`src/rtl/alu_mul_sequencer.sv`:
```
// -----------------------------------------------------------------------------
// alu_mul_sequencer
//
// Purpose:
//   Multi-cycle controller that forms the low WIDTH bits of op_a * op_b
//   (RV32 MUL semantics). It does not have its own adder or shifter. Instead it
//   borrows the shared integer ALU and runs a shift-and-add loop:
//     ADD state : acc + M        (ALU opcode 4'b0000); the sum is kept when Q[0]=1
//     SHL state : M << 1         (ALU opcode 4'b0101); Q shifts right by one
//   While busy, the sequencer owns the ALU operand muxes. The core stalls on
//   busy and takes the product when done pulses.
//
// Parameters:
//   WIDTH       operand/result width. It must match the ALU datapath width.
//   EARLY_EXIT  1: finish as soon as the remaining multiplier bits are all zero.
//               0: always run WIDTH iterations.
//
// Ports:
//   clk          in   1      clock; all state changes on the rising edge
//   rst          in   1      synchronous reset, active-high; wins over start
//   start        in   1      request; sampled only in IDLE
//   op_a         in   WIDTH  multiplicand; latched when start is accepted
//   op_b         in   WIDTH  multiplier; latched when start is accepted
//   busy         out  1      high whenever the FSM is not in IDLE
//   done         out  1      one-cycle pulse; product is valid in this cycle
//   product      out  WIDTH  registered (a*b) mod 2^WIDTH; holds until next done
//   alu_a        out  WIDTH  ALU operand A
//   alu_b        out  WIDTH  ALU operand B
//   alu_control  out  4      ALU opcode (ADD while idle)
//   alu_result   in   WIDTH  combinational ALU result for the current operands
// -----------------------------------------------------------------------------
module alu_mul_sequencer #(
    parameter int WIDTH      = 32,
    parameter bit EARLY_EXIT = 1'b1
) (
    input  logic             clk,
    input  logic             rst,
    input  logic             start,
    input  logic [WIDTH-1:0] op_a,
    input  logic [WIDTH-1:0] op_b,
    output logic             busy,
    output logic             done,
    output logic [WIDTH-1:0] product,
    output logic [WIDTH-1:0] alu_a,
    output logic [WIDTH-1:0] alu_b,
    output logic [3:0]       alu_control,
    input  logic [WIDTH-1:0] alu_result
);

    localparam int CNT_W = $clog2(WIDTH) + 1;

    localparam logic [1:0] S_IDLE = 2'd0;
    localparam logic [1:0] S_ADD  = 2'd1;
    localparam logic [1:0] S_SHL  = 2'd2;
    localparam logic [1:0] S_DONE = 2'd3;

    localparam logic [3:0] ALU_ADD = 4'b0000;
    localparam logic [3:0] ALU_SLL = 4'b0101;

    localparam logic [CNT_W-1:0] CNT_LAST = CNT_W'(WIDTH - 1);

    logic [1:0]       state;
    logic [WIDTH-1:0] acc;   // running partial product
    logic [WIDTH-1:0] m;     // multiplicand, shifted left once per iteration
    logic [WIDTH-1:0] q;     // multiplier, shifted right once per iteration
    logic [CNT_W-1:0] cnt;   // completed iterations

    logic [WIDTH-1:0] q_next;
    logic             last_iter;

    assign q_next = q >> 1;

    // Stop after the WIDTH-th iteration. With early exit, also stop when no set
    // multiplier bits remain, because every later ADD would leave acc unchanged.
    assign last_iter = (cnt == CNT_LAST) || (EARLY_EXIT && (q_next == '0));

    // -------------------------------------------------------------------------
    // State and datapath registers
    // -------------------------------------------------------------------------
    // NOTE: use non-blocking assignments in clocked blocks. Every register then
    // updates from the values sampled at the same edge. For example, q and cnt
    // in SHL both use the pre-edge values.
    always_ff @(posedge clk) begin
        if (rst) begin
            state   <= S_IDLE;
            acc     <= '0;
            m       <= '0;
            q       <= '0;
            cnt     <= '0;
            product <= '0;
        end else begin
            case (state)
                S_IDLE: begin
                    if (start) begin
                        acc   <= '0;
                        m     <= op_a;
                        q     <= op_b;
                        cnt   <= '0;
                        state <= S_ADD;
                    end
                end

                S_ADD: begin
                    // The ALU computes acc + M every ADD cycle. The sum is kept
                    // only when the current multiplier bit is set.
                    if (q[0]) begin
                        acc <= alu_result;
                    end
                    state <= S_SHL;
                end

                S_SHL: begin
                    m   <= alu_result;
                    q   <= q_next;
                    cnt <= cnt + 1'b1;
                    if (last_iter) begin
                        // acc is already final: SHL never changes it. Capturing
                        // it here makes product valid in the same cycle as done.
                        product <= acc;
                        state   <= S_DONE;
                    end else begin
                        state <= S_ADD;
                    end
                end

                S_DONE: begin
                    // start is ignored here. The earliest new request is taken
                    // in the first IDLE cycle after this one.
                    state <= S_IDLE;
                end

                default: begin
                    state <= S_IDLE;
                end
            endcase
        end
    end

    // -------------------------------------------------------------------------
    // Status and ALU operand drive
    // -------------------------------------------------------------------------
    assign busy = (state != S_IDLE);
    assign done = (state == S_DONE);

    // NOTE: assign every output at the top of the block before the case. A path
    // that leaves one unassigned would infer a latch.
    always_comb begin
        alu_a       = '0;
        alu_b       = '0;
        alu_control = ALU_ADD;
        case (state)
            S_ADD: begin
                alu_a       = acc;
                alu_b       = m;
                alu_control = ALU_ADD;
            end
            S_SHL: begin
                alu_a       = m;
                alu_b       = WIDTH'(1);
                alu_control = ALU_SLL;
            end
            default: begin
                // IDLE and DONE: the ALU is handed back with zero operands / ADD.
                alu_a       = '0;
                alu_b       = '0;
                alu_control = ALU_ADD;
            end
        endcase
    end

endmodule
```
`config.mk`:
```
export PLATFORM = sky130hd
export DESIGN_NAME = alu_mul_sequencer
export DESIGN_NICKNAME = d
export VERILOG_FILES = /design/src/rtl/alu_mul_sequencer.sv
export SDC_FILE = /design/constraint.sdc
export NUM_CORES = 1
export LEC_CHECK = 0
export ABC_CLOCK_PERIOD_IN_PS = 2000
export CAP_MARGIN = 20
export CORE_MARGIN = 5
export CORE_UTILIZATION = 40
export CTS_BUF_LIST = sky130_fd_sc_hd__clkbuf_16
export DETAILED_ROUTE_END_ITERATION = 8
export GPL_ROUTABILITY_DRIVEN = 0
export PLACE_DENSITY = 0.69
export SYNTH_ARGS = -nofsm -noshare
export SYNTH_HDL_FRONTEND = slang
export SYNTH_SLANG_ARGS = --single-unit
```
`constraint.sdc`:
```
create_clock -name clk -period 2 [get_ports clk]
set_input_delay 0.4 -clock clk [delete_from_list [all_inputs] [get_ports clk]]
set_output_delay 0.4 -clock clk [all_outputs]
set_load 0.01 [all_outputs]
```
* After elaboration in Yosys (flattened, before gate mapping)
Cells that the tools add are included.
Widths: inputs -> output; s select.
** Word-level totals
- Register bits :: 136
- Bits of input ports :: 99
- Logic and storage cells :: 37
** Cells by class
- Equal/unequal tests :: 6
- Mux-type cells :: 15
- $add $sub $neg :: 1
- Reduce and logical (&&, ||, !) cells :: 9
** Operator list (number)
- $pmux 32 s2 :: 5
- $mux 32 :: 4
- $logic_not 32->1 :: 1
- $pmux 6 s2 :: 1
- $pmux 2 s4 :: 1
- $add 6x1->6 const B :: 1
- $eq 6x5->1 const B :: 1
- $mux 6 :: 1
- $reduce_bool 2->1 :: 3
- $eq 2x2->1 const B :: 2
- $mux 2 :: 2
- $ne 2x2->1 const B :: 2
- $reduce_and 2->1 :: 2
- $mux 3 :: 1
- $reduce_and 3->1 :: 1
- $eq 2x1->1 const B :: 1
- $logic_not 2->1 :: 1
- $logic_or 1x1->1 :: 1

* Longest topological paths before layout
- Depth in word-level cells :: 4
- Mapped depth :: 8
- Gate-level depth less buffers :: 6

* Least setup slack after synthesis
OpenSTA, ideal clock, no wires.
- Kind :: register -> output
- Start point :: reg state[0]
- End point :: out alu_a[13]
- Required time :: 1.600 ns
- Path buffers :: 3
- Stages on the path, launching flop included :: 8
- Path slack :: -0.015 ns
- Arrival time :: 1.615 ns
- Cells stage by stage :: dfxtp_1 inv_1 ha_1 buf_2 buf_2 buf_1 a22oi_1 nor2b_1
** On the way
- Cells in the longest elaborated chain, start to end :: 2
- Elaborated cells between the ends (all ways) :: 3
- Classes of those cells :: eq/ne: 2; mux: 1
** Ends and longest elaborated chain
- start, declared :: RTL line 62 : logic [1:0] state;
- start signal, assigned :: RTL line 85 : state <= S_IDLE;
- start signal, assigned :: RTL line 99 : state <= S_ADD;
- start signal, assigned :: RTL line 109 : state <= S_SHL;
- $eq 2x2->1 or $eq 2x1->1 (tied branches) :: RTL line 151 : case (state)
- $pmux 32 s2 * :: RTL line 151
- end, declared :: RTL line 44 : output logic [WIDTH-1:0] alu_a,
Every way passes the cells marked *; elsewhere a longest branch is shown, timed or not.

* Final worst setup path
- Start point :: reg state[0]
- End point :: out alu_a[27]
Same word-level chain as after synthesis.

==> impl_metrics.ini <==
[synth]
synthesis.area_mm2 = 0.00703
syn_area_per_cell_um2 = 8.86
synth_ff_type = dfxtp_1
synth_edf_count = 0
ys_warn_count = 0
async_flop_share_pct = 0
post_synth_num_cell_types = 37
ys_seq_area_share_pct = 38.7
synthCells = 794
synth_seq_cells = 136

[critical_path]
cp-start-kind = flop
critical_path_peak_fanout = 7
required_ps = 1600
end_kind = output port
timing.setup.critical_path_class = reg -> out
arrival_ps = 1760

[floorplanning]
dieArea_mm2 = 0.0203
num_rows = 48
initial_core_util_pct = 40.7
die_w_um = 143
io_pins = 201
die_h_um = 143
core_mm2 = 0.0173

[place]
place_ws_ps = -138
place_hpwl_um = 15200
portBuffers = 198

[pwr]
p_sw_share_pct = 31.7
p_sw_w = 0.00351
p_clk_share_pct = 31.9
power.density_cell_area_mw_per_mm2 = 941
internal_power_w = 0.00756
cellLeakagePower_nw = 4.19
power_frac_seq_pct = 31.0
power_frac_comb_pct = 37.1
ir_drop_mv = 0.753

[timing]
post-route-period-util_pct = 108
layout_setup_ws_ps = -159
drv_slew = 0
whs_ps = 392
skew_ps = 6.40
finalHoldViolations = 0
setup_viol = 38
fmax_ghz = 0.463
rsz0062_at_grt = true
finalCriticalPeriod_ps = 2160

[clock_network]
tritoncts_num_sinks = 136
cts.path.max_buffers = 2
cts_tree = built
cts_buffers = 17
h-tree-depth = 4
insertion_delay_ps = 410
path_clk_slew_ps = 60
cts_root_buf = clkbuf_16

[status]
violations = negative setup slack
status = complete, but fails checks

[global_routing]
grt_pass1_vias = 6911
overflow = 0
antenna_found_initial = 0
grt_first_pass_wirelength_um = 38400
grt_max_degree = 51
grt_use_total_pct = 23.6

[worst_hold_path]
min_path_type = in -> reg

[route]
ant_nets = 0
routed-via-count = 7284
drt_wl_total_um = 27400
remaining_drc_errors = 0
wl_per_cell_um = 21.9
initialDrtViolationCount = 507
drt_pass1_iterations = 6
vias_per_cell = 5.80

[layout]
area_growth_pct = 67.4
num_antenna_cells = 0
layout.nets = 1122
drive_above_1_share_pct = 39.1

[flow_run]
maxCapViolCount = 0
cell usage in the layout (no fill, tap or decap), types with 4 or more instances in the layout:
| cell type | n |
|---|---|
| dfxtp_1 | 134 |
| clkdlybuf4s50_1 | 129 |
| mux2i_1 | 63 |
| nor2b_1 | 56 |
| nor2_1 | 54 |
| buf_6 | 49 |
| a211oi_2 | 47 |
| nand2_1 | 37 |
| nor2_2 | 35 |
| a22oi_1 | 33 |
| a21oi_1 | 33 |
| a22oi_2 | 32 |
| o211ai_1 | 32 |
| clkbuf_16 | 31 |
| buf_2 | 31 |
| and2_4 | 30 |
| o221ai_2 | 29 |
| buf_4 | 29 |
| buf_12 | 22 |
| a211oi_1 | 17 |
| nor2_4 | 15 |
| buf_16 | 9 |
| nor2b_4 | 8 |
| nor4_1 | 7 |
| bufinv_16 | 6 |
| nand4_1 | 4 |
| ha_4 | 4 |
| clkinv_2 | 4 |
cells in the mapped netlist, drive strengths merged, types with 3 or more instances:
| library cell | number | area (um^2) |
|---|---|---|
| a211oi | 64 | 480 |
| a21oi | 35 | 175 |
| a22oi | 65 | 488 |
| and2 | 31 | 194 |
| and3 | 3 | 18.8 |
| buf | 29 | 161 |
| clkbuf | 56 | 210 |
| dfxtp | 136 | 2720 |
| ha | 6 | 75.1 |
| inv | 4 | 15.0 |
| mux2i | 63 | 631 |
| nand2 | 38 | 143 |
| nand4 | 4 | 25.0 |
| nor2 | 104 | 390 |
| nor2b | 66 | 413 |
| nor4 | 7 | 43.8 |
| o211ai | 33 | 253 |
| o221ai | 32 | 462 |
| xor2 | 3 | 26.3 |
critical path: stages (launching register included):
cell	delay (ps)
dfxtp_4	370
inv_4	50
buf_6	110
ha_4	180
buf_6	150
buf_12	140
a22oi_2	140
nor2b_1	60
buf_2	130
stage by stage:
| step | total power (W) | std cells | util (%) | cell area (um^2) | TNS (ps) |
|---|---|---|---|---|---|
| after CTS | 0.0101 | 1238 | 61.3 | 10600 | -3440 |
| after global routing | 0.0115 | 1255 | 68.1 | 11800 | -6520 |
| after floorplan | 0.00480 | 795 | - | 7040 | 0 |
| final | 0.0111 | 1255 | 68.1 | 11800 | -3640 |
| after detailed placement | 0.00606 | 1181 | 55.1 | 9540 | -2950 |
| after global placement | 0.00601 | 1181 | 55.1 | 9540 | -1590 |
worst paths after layout:
check                                      startpoint                    to  slack (ps)  depth (start not counted)
worst max-delay path            state[0]$_SDFFE_PP0P_             alu_a[27]        -160                          8
worst min-delay path                              rst  acc[24]$_SDFFE_PP0P_         390                          2
worst max register to register  state[0]$_SDFFE_PP0P_    q[23]$_SDFFE_PP0P_           0                         10
worst min register to register     q[25]$_SDFFE_PP0P_    q[25]$_SDFFE_PP0P_         510                          2
metal layers:
metal / up-vias / global-route usage [%] / part of all wire [%]
met5: - / 0 / 0
met4: 0 / 7.90 / 2.3
met3: 52 / 5.48 / 6.7
met2: 283 / 38.7 / 49
met1: 3582 / 30.7 / 42
li1: 3367 / - / -
logic make-up after synthesis:
logic type | share of synthesized area, %
compound gates | 26.7
xor+xnor | 0.498
fa+ha+maj | 1.07
buf+inv | 5.50
flops | 38.7
mux | 9.29
other cells | 0.0533
simple gates | 18.2
sequential cells by signal, summed over array words and instances (netlist names):
name,count
m,32
cnt,6
state,2
q,32
product,32
acc,32
power by group through the flow:
stage / sequential [W] / clock, W / combinational (W)
2_1_floorplan: 0.00335 / 0 / 0.00145
3_3_place_gp: 0.00338 / 0 / 0.00263
3_5_place_dp: 0.00338 / 0 / 0.00267
4_1_cts: 0.00336 / 0.00356 / 0.00320
5_1_grt: 0.00348 / 0.00369 / 0.00431
6_report: 0.00343 / 0.00354 / 0.00411
cell type report:
cell class / count / area (um^2)
fill: 1355 / 5530
clock inverter: 15 / 233
clock buffer: 17 / 425
timing repair buffer: 288 / 3340
multi-input combinational: 570 / 4740
inverter: 4 / 20.0
sequential: 136 / 2730
tap: 225 / 282
timing repair:
action                     in CTS  in global routing
setup endpoints to repair      73                185
resized for setup             343                198
pin swaps                      21                 23
setup buffers                  16                  4
cloned                          9                 17
hold buffers                    0                  0
No activity file was read; power rests on OpenSTA's default activity.
